## src/rtl/store_merge_unit.sv

```systemverilog
// store_merge_unit: narrows a register value to byte/half/word and writes it
// into the correct little-endian lane of a memory word. The default build
// reads the target word, merges the lane and writes the whole word back.
// Optional build macro STORE_MERGE_BYTEEN_EN adds a byte-enable output
// (mem_be), replicates the store data across lanes and writes without the
// read, so every size completes one cycle after it is accepted.
module store_merge_unit #(
  parameter int DATA_W = 32,
  parameter int ADDR_W = 32
) (
  input  logic              clk,
  input  logic              rst_n,
  input  logic              req_valid,
  output logic              req_ready,
  input  logic [ADDR_W-1:0] req_addr,
  input  logic [DATA_W-1:0] req_data,
  input  logic [1:0]        req_size,
  output logic              done,
  output logic              err,
  output logic [ADDR_W-1:0] mem_addr,
  output logic              mem_rd_en,
  input  logic [DATA_W-1:0] mem_rdata,
  input  logic              mem_rvalid,
  output logic              mem_wr_en,
`ifdef STORE_MERGE_BYTEEN_EN
  output logic [3:0]        mem_be,
`endif
  output logic [DATA_W-1:0] mem_wdata
);

  localparam logic [1:0] SZ_BYTE = 2'b00;
  localparam logic [1:0] SZ_HALF = 2'b01;
  localparam logic [1:0] SZ_WORD = 2'b10;

  typedef enum logic [2:0] {S_IDLE, S_RD, S_WAIT, S_WR, S_ERR} state_t;

  state_t state, state_nxt;
  logic   accept;
  logic   bad_req;

  assign accept = req_valid && (state == S_IDLE);

`ifdef STORE_MERGE_BYTEEN_EN
  // Read port is not used when the memory accepts byte enables.
  logic unused_rd;
  assign unused_rd = mem_rvalid ^ (^mem_rdata);

  function automatic logic [DATA_W-1:0] replicate(input logic [DATA_W-1:0] d,
                                                  input logic [1:0] size);
    case (size)
      SZ_BYTE: replicate = {4{d[7:0]}};
      SZ_HALF: replicate = {2{d[15:0]}};
      default: replicate = d;
    endcase
  endfunction

  function automatic logic [3:0] lane_be(input logic [1:0] size,
                                         input logic [1:0] lane);
    case (size)
      SZ_BYTE: lane_be = 4'b0001 << lane;
      SZ_HALF: lane_be = lane[1] ? 4'b1100 : 4'b0011;
      default: lane_be = 4'b1111;
    endcase
  endfunction
`else
  // Only the low half of the register value and the lane select are kept;
  // the word address already lives in mem_addr.
  logic [15:0] data_q;
  logic [1:0]  lane_q;
  logic [1:0]  size_q;

  function automatic logic [DATA_W-1:0] merge_lane(input logic [DATA_W-1:0] word,
                                                   input logic [15:0] d,
                                                   input logic [1:0] size,
                                                   input logic [1:0] lane);
    logic [DATA_W-1:0] r;
    r = word;
    if (size == SZ_HALF) r[{lane[1], 4'b0000} +: 16] = d;
    else                 r[{lane, 3'b000} +: 8]      = d[7:0];
    return r;
  endfunction
`endif

  // Classify the incoming request as illegal size or misaligned.
  always_comb begin
    bad_req = 1'b0;
    case (req_size)
      SZ_HALF: bad_req = req_addr[0];
      SZ_WORD: bad_req = |req_addr[1:0];
      SZ_BYTE: bad_req = 1'b0;
      default: bad_req = 1'b1;
    endcase
  end

  // State register.
  always_ff @(posedge clk or negedge rst_n) begin
    if (!rst_n) state <= S_IDLE;
    else        state <= state_nxt;
  end

  // Next-state decode and strobes; every strobe is a single-state decode.
  always_comb begin
    state_nxt = state;
    req_ready = 1'b0;
    mem_rd_en = 1'b0;
    mem_wr_en = 1'b0;
    done      = 1'b0;
    err       = 1'b0;
    case (state)
      S_IDLE: begin
        req_ready = 1'b1;
        if (req_valid) begin
          if (bad_req)                 state_nxt = S_ERR;
`ifdef STORE_MERGE_BYTEEN_EN
          else                         state_nxt = S_WR;
`else
          else if (req_size == SZ_WORD) state_nxt = S_WR;
          else                         state_nxt = S_RD;
`endif
        end
      end
      S_RD: begin
        mem_rd_en = 1'b1;
        state_nxt = S_WAIT;
      end
      S_WAIT: begin
        if (mem_rvalid) state_nxt = S_WR;
      end
      S_WR: begin
        mem_wr_en = 1'b1;
        done      = 1'b1;
        state_nxt = S_IDLE;
      end
      S_ERR: begin
        err       = 1'b1;
        state_nxt = S_IDLE;
      end
      default: state_nxt = S_IDLE;
    endcase
  end

  // Request latch, word address and merge buffer; address and write data
  // only change on a legal accept or a merge, so they hold between strobes.
  always_ff @(posedge clk or negedge rst_n) begin
    if (!rst_n) begin
      mem_addr  <= '0;
      mem_wdata <= '0;
`ifdef STORE_MERGE_BYTEEN_EN
      mem_be    <= 4'b0000;
`else
      data_q    <= '0;
      lane_q    <= '0;
      size_q    <= '0;
`endif
    end else begin
      if (accept) begin
`ifndef STORE_MERGE_BYTEEN_EN
        data_q <= req_data[15:0];
        lane_q <= req_addr[1:0];
        size_q <= req_size;
`endif
        if (!bad_req) begin
          mem_addr <= {req_addr[ADDR_W-1:2], 2'b00};
`ifdef STORE_MERGE_BYTEEN_EN
          mem_wdata <= replicate(req_data, req_size);
          mem_be    <= lane_be(req_size, req_addr[1:0]);
`else
          if (req_size == SZ_WORD) mem_wdata <= req_data;
`endif
        end
      end
`ifndef STORE_MERGE_BYTEEN_EN
      if (state == S_WAIT && mem_rvalid)
        mem_wdata <= merge_lane(mem_rdata, data_q, size_q, lane_q);
`endif
    end
  end

endmodule

```

## config.mk

```make
export PLATFORM = sky130hd
export DESIGN_NAME = store_merge_unit
export DESIGN_NICKNAME = d
export VERILOG_FILES = /design/src/rtl/store_merge_unit.sv
export SDC_FILE = /design/constraint.sdc
export NUM_CORES = 1
export LEC_CHECK = 0
export CORE_MARGIN = 1
export CORE_UTILIZATION = 38
export CTS_BUF_LIST = sky130_fd_sc_hd__clkbuf_8
export DETAILED_ROUTE_END_ITERATION = 10
export GPL_ROUTABILITY_DRIVEN = 0
export PLACE_DENSITY = 0.81
export SLEW_MARGIN = 20
export SYNTH_ARGS = -nofsm -noshare
export SYNTH_HDL_FRONTEND = slang
export SYNTH_SLANG_ARGS = --single-unit
export TNS_END_PERCENT = 50
```

## constraint.sdc

```tcl
create_clock -name clk -period 3.1 [get_ports clk]
set_clock_uncertainty 0.1 [all_clocks]
set_input_delay 0.465 -clock clk [delete_from_list [all_inputs] [get_ports clk]]
set_output_delay 0.465 -clock clk [all_outputs]
set_load 0.1 [all_outputs]
```

==> results.md, run 1 <==
* Synth Flop Type: dfrtp_1
* Hold Buf Count CTS at 0
* Design area at 6360 um^2
* FF+latch count, synth at 85
* CTS sink count at 85
* Tot GR Track Use at about 22%
* Post-synthesis sequential area ratio at between 40% and 50%
* Area of the multi-input gates at ~2200 um^2
* Antenna Nets Post-Route at 0
* Largest net degree at the start of global routing at 86
* Status: finished with violations
* CTS resizes at 0
* Final worst path period share at about four fifths
* Via Count at roughly 3.9k
* Register Area at ~2100 um^2
* Synth top area share at 46.9%
* Max stage delay on crit path at between 0.5 and 0.6 ns
* CTS tree: done
* Netlist cell types at 42
* Die Y at 111 um
* Htree depth at 3
* Initial antenna violation count at 0
* Max-Cap Viols at 0
* CP endpoint kind: flop
* RR Endpoint: mem_wdata[19]$_DFFE_PN0P_
* Hold Fails Final Rpt at 0
* Worst-path maximum fanout at 9
* Die W at around 110 um
* Async S/R FF share, synth at 100%
* Leading area contributor after synthesis: dfrtp_1
* Placed inst area at 6140 um^2
* Total gr overflow at 0
* R2R Setup Slk at between 0.5 and 0.6 ns
* R2R cell count at 6
* Layout cells sized above 1 at 30.0%
* Vias in the first global route at about 4.0k
* Buffers plus inverters on the worst setup path at 1
* Final slew viol count at 0
* Placed cells at around 690
* CTS root buf: clkbuf_8
* Startpoint types: flop
* Layout Nets at ~670
* Post-CTS Setup Bufs at 0
* Crit-path leading delay family: compound AO/OA/AOI/OAI gates
* Clock tree buffer depth at 2
* Slew headroom at 47.5%
* Die footprint at 12400 um^2
* Final min period at around 2.5 ns
* Setup TNS at 0 ns
* Synthesized area at 4530 um^2
* Layout Area Growth over Synthesis at 40.2%
* # port buffers at about 170
* Routed vias/inst at between 5 and 6
* YS warnings at 0
* CP Cell Sequence: inv_1, ha_1, or3b_1, o41ai_4, a221oi_1, nor3_2
* Avg Inst Size Synth at between 10 and 15 um^2
* Initial core utilization at approximately two fifths
* First drt pass iteration count at 10
* CTS clk-pin slew, worst paths at roughly 0.090 ns
* Core area at roughly 12000 um^2
* ANT cells at 0
* Arr. time, crit path at around 2.7 ns
* Non-Filler Instances at 709
* RSZ-0062 raised after global routing: no
* Top post-synthesis cells by area: dfrtp_1 47%, mux2_4 9.9%, mux2_2 6.5%
* Worst r2r src: lane_q[0]$_DFFE_PN0P_
* Rows at 39
* Syn Inst Count at 404
* I/O pins at 171
* DRC at 16
* Kind of critical path: reg -> reg
* Finish-stage setup viols at 0
* Failing checks: design-rule violations
* Final WL at 13200 um
* Hold Path Class: in -> async
* HPWL Detailed at approximately 9600 um
* # fillers at 987
* Wire per inst at 18.7 um
* Clk Latency, worst-skew pair at approximately 0.36 ns
* Post-synth EDFFs at 0
* Least-Margin Pin Slew at between 0.7 and 0.8 ns
* Worst EP required at between 3 and 4 ns
* Global-route wire length before repair at roughly 21000 um
* Num CTS Buffers at 9
* Initial DRC Count at around 320
* CP max-delay cell: or3b_1
* Highest Clock Rate at ~0.4 GHz
## per-stage QoR
stage               worst slack, ns  utilization, %  hold WS (ns)
detailed placement            0.527            53.4         0.396
CTS                           0.607            55.2         0.239
floorplan                    -0.233               -        0.0694
finish                        0.590            55.2        0.0337
global route                  0.504            55.2         0.107
global placement              0.656            53.4         0.398
## synth_stat cells (2+ instances only)
| library cell | instances |
|---|---|
| a21oi_1 | 10 |
| a221oi_1 | 16 |
| a31oi_1 | 10 |
| buf_1 | 2 |
| buf_2 | 10 |
| buf_4 | 4 |
| buf_6 | 5 |
| clkbuf_1 | 13 |
| dfrtp_1 | 85 |
| ha_1 | 5 |
| inv_1 | 19 |
| mux2_2 | 26 |
| mux2_4 | 30 |
| mux2i_1 | 16 |
| nand2_1 | 13 |
| nand3_1 | 26 |
| nor2_1 | 19 |
| nor3_1 | 18 |
| nor3_2 | 12 |
| nor3b_1 | 3 |
| o21ai_0 | 26 |
| o22ai_1 | 16 |
## state kept, by name, indices dropped and copies added (netlist names)
signal	flops
data_q	16
size_q	2
lane_q	2
state	3
mem_addr	30
mem_wdata	32
## layout make-up
type,count,area share (%)
tap,143,2.81
clock buffer,10,2.17
multi-input combinational,267,34.2
inverter,19,1.12
clock inverter,6,1.10
sequential,85,33.5
timing repair buffer,179,25.1
## worst reg2reg max path: cells and delay by family, from the launching register on
| family | cells | cell delay, ns |
|---|---|---|
| compound gates | 2 | 0.77 |
| fa+ha+maj | 1 | 0.36 |
| buf+inv | 1 | 0.10 |
| flops | 1 | 0.36 |
| simple gates | 2 | 0.76 |
## cells by family after synthesis
family | share of synthesized area [%]
compound gates | 12.6
other cells | 0.0827
flops | 46.9
fa+ha+maj | 1.38
mux | 19.9
simple gates | 13.3
buf+inv | 5.82
## routing by layer
| metal | global-route usage, % | wire [um] | vias up |
|---|---|---|---|
| li1 | - | - | 1789 |
| met2 | 38.0 | 6710 | 134 |
| met1 | 27.8 | 5520 | 1908 |
| met5 | 0 | 0 | - |
| met3 | 3.39 | 657 | 28 |
| met4 | 9.19 | 345 | 0 |
## placed cells by master (no fill, tap or decap), types with 5 or more instances in the layout
| master | count |
|---|---|
| inv_1 | 19 |
| nand3_1 | 26 |
| mux2_4 | 30 |
| a21oi_1 | 10 |
| a31oi_1 | 10 |
| dfrtp_1 | 85 |
| mux2i_1 | 16 |
| buf_4 | 78 |
| nand2_1 | 13 |
| nor3_2 | 12 |
| o21ai_0 | 26 |
| clkdlybuf4s50_1 | 100 |
| ha_1 | 5 |
| clkbuf_8 | 10 |
| a221oi_1 | 16 |
| o22ai_1 | 16 |
| mux2_2 | 26 |
| nor2_1 | 19 |
| nor3_1 | 18 |
## worst max path at each step
stage | depth (start not counted) | startpoint | end
finish | 6 | lane_q[0]$_DFFE_PN0P_ | mem_wdata[19]$_DFFE_PN0P_
global route | 6 | lane_q[0]$_DFFE_PN0P_ | mem_wdata[19]$_DFFE_PN0P_
CTS | 6 | lane_q[0]$_DFFE_PN0P_ | mem_wdata[19]$_DFFE_PN0P_
detailed placement | 5 | req_valid | mem_wdata[26]$_DFFE_PN0P_
global placement | 5 | req_valid | mem_wdata[26]$_DFFE_PN0P_
floorplan | 2 | state[1]$_DFFE_PN0P_ | mem_rd_en
Power of run 1 is not shown: default switching activity piles up to over one toggle a cycle in this logic, so the estimate is an artifact.
==> run 2, diff against run 1 <==
==> constraint.sdc (replaced) <==
create_clock -name clk -period 2.27 [get_ports clk]
set_clock_uncertainty 0.1 [all_clocks]
set_input_delay 0.3405 -clock clk [delete_from_list [all_inputs] [get_ports clk]]
set_output_delay 0.3405 -clock clk [all_outputs]
set_load 0.1 [all_outputs]
==> run 2 against run 1 <==
  * The flow still finishes with violations (design-rule violations)
  * Critical path depth up 1
  * Core utilization increased by 2.6 points
  * Final cell count increased by 1.4%
  * Sequential cell count unchanged
  * Non-clock buffer count increased by 11
  * Count of clock-buffer cells in the layout fell by 1
  * Global-route usage is 1.4 points lower
  * Maximum frequency increased by 15%
  * Routed wire length down 5.5%
  * Via count grew 0.93%
==> results.md, run 2 (synthesis gave the netlist of run 1 again) <==
* Status: finished with violations
* Failing checks: design-rule violations
* Worst EP required at around 2.5 ns
* Die W at 111 um
* Clk Latency, worst-skew pair at ~0.35 ns
* Die footprint at 12400 um^2
* Via Count at between 3k and 4k
* Rows at 39
* CTS sink count at 85
* Wire per inst at around 17 um
* Total gr overflow at 0
* Layout Nets at 679
* Initial core utilization at between 30% and 40%
* Global-route wire length before repair at roughly 20000 um
* Routed vias/inst at between 5 and 6
* Tot GR Track Use at about a fifth
* Startpoint types: flop
* Max reg flops at 32
* Highest Clock Rate at between 0.4 and 0.5 GHz
* Kind of critical path: reg -> reg
* Final worst path period share at between 90% and 100%
* Max-Cap Viols at 0
* Antenna Nets Post-Route at 0
* Final WL at 12500 um
* Die Y at 111 um
* HPWL Detailed at between 9000 and 10000 um
* Layout cells sized above 1 at between 30% and 40%
* # port buffers at ~170
* Largest register by flop count: mem_wdata
* Htree depth at 3
* Slew headroom at 54.4%
* CP endpoint kind: flop
* Hold Fails Final Rpt at 0
* Arr. time, crit path at around 2.4 ns
* CTS tree: done
* ANT cells at 0
* CTS root buf: clkbuf_8
* Largest registers: mem_wdata (32), mem_addr (30), data_q (16)
* I/O pins at around 170
* Util after Layout at 57.8%
* Least-Margin Pin Slew at between 0.6 and 0.7 ns
* Worst-path maximum fanout at 4
* Commonest non-fill, non-tap cell in the layout: clkdlybuf4s50_1
* Largest net degree at the start of global routing at 44
* RSZ-0062 raised after global routing: no
* Num CTS Buffers at 9
* Placed inst area at 6420 um^2
* First drt pass iteration count at 8
* Commonest cells after routing, fill and taps aside: 100 x clkdlybuf4s50_1, 85 x dfrtp_1, 79 x buf_4
* Clock tree buffer depth at 2
* CTS clk-pin slew, worst paths at about 0.09 ns
* Initial DRC Count at 260
* Layout Area Growth over Synthesis at 46.8%
* Design area at about 6700 um^2
* Initial antenna violation count at 0
* Vias in the first global route at ~4.0k
* Finish-stage setup viols at 0
* Core area at roughly 12000 um^2
* Final min period at ~2.2 ns
* Hold Path Class: in -> async
* CTS resizes at 0
* DRC at 21
* Final slew viol count at 0
[run 2: routing by layer]
metal | vias to the layer above | GRT usage, % | share of wire (%)
li1 | 1811 | - | -
met4 | 0 | 8.20 | 2.4
met3 | 26 | 5.30 | 8.4
met2 | 190 | 34.0 | 49
met1 | 1868 | 26.1 | 40
met5 | - | 0 | 0
[run 2: path summary, 6_finish.rpt]
path	from	cells past startpoint	endpoint	slack, ns
max	lane_q[0]$_DFFE_PN0P_	7	mem_wdata[16]$_DFFE_PN0P_	0.09
max in group asynchronous	rst_n	3	mem_addr[15]$_DFFE_PN0P_	1.02
min in group clk	mem_addr[5]$_DFFE_PN0P_	1	mem_addr[5]$_DFFE_PN0P_	0.42
max reg2reg	lane_q[0]$_DFFE_PN0P_	7	mem_wdata[16]$_DFFE_PN0P_	0.09
min	rst_n	2	mem_wdata[18]$_DFFE_PN0P_	0.41
min reg2reg	mem_addr[5]$_DFFE_PN0P_	1	mem_addr[5]$_DFFE_PN0P_	0.42
[run 2: through the flow]
stage	std cells	TNS (ns)	hold slack (ns)	setup slack, ns
6_report	719	0	0.410	0.0855
5_1_grt	719	0	0.442	0.00574
3_3_place_gp	703	0	0.270	0.0685
3_5_place_dp	703	0	0.277	0.00310
2_1_floorplan	405	-2.24	-0.0551	-0.341
4_1_cts	719	0	0.422	0.106
[run 2: worst max-delay path: stages (launching register included)]
cell	delay (ns)
dfrtp_1	0.40
clkinvlp_4	0.16
ha_4	0.31
or3b_1	0.40
o41ai_4	0.33
buf_4	0.22
a221oi_2	0.07
nor3_2	0.12
[run 2: layout make-up]
| type | count | area, um^2 |
|---|---|---|
| Multi-Input combinational cell | 267 | 2240 |
| Timing Repair Buffer | 190 | 1800 |
| Sequential cell | 85 | 2130 |
| Inverter | 19 | 75.1 |
| Fill cell | 922 | 4860 |
| Clock inverter | 6 | 105 |
| Clock buffer | 9 | 124 |
| Tap cell | 143 | 179 |
[run 2: repair_timing]
item,CTS,global route
endpoints found under the hold margin,42,0
setup endpoints to repair,4,0
hold buffers,1,0
buffers inserted,0,0
Power of run 2 is left out for the same reason.
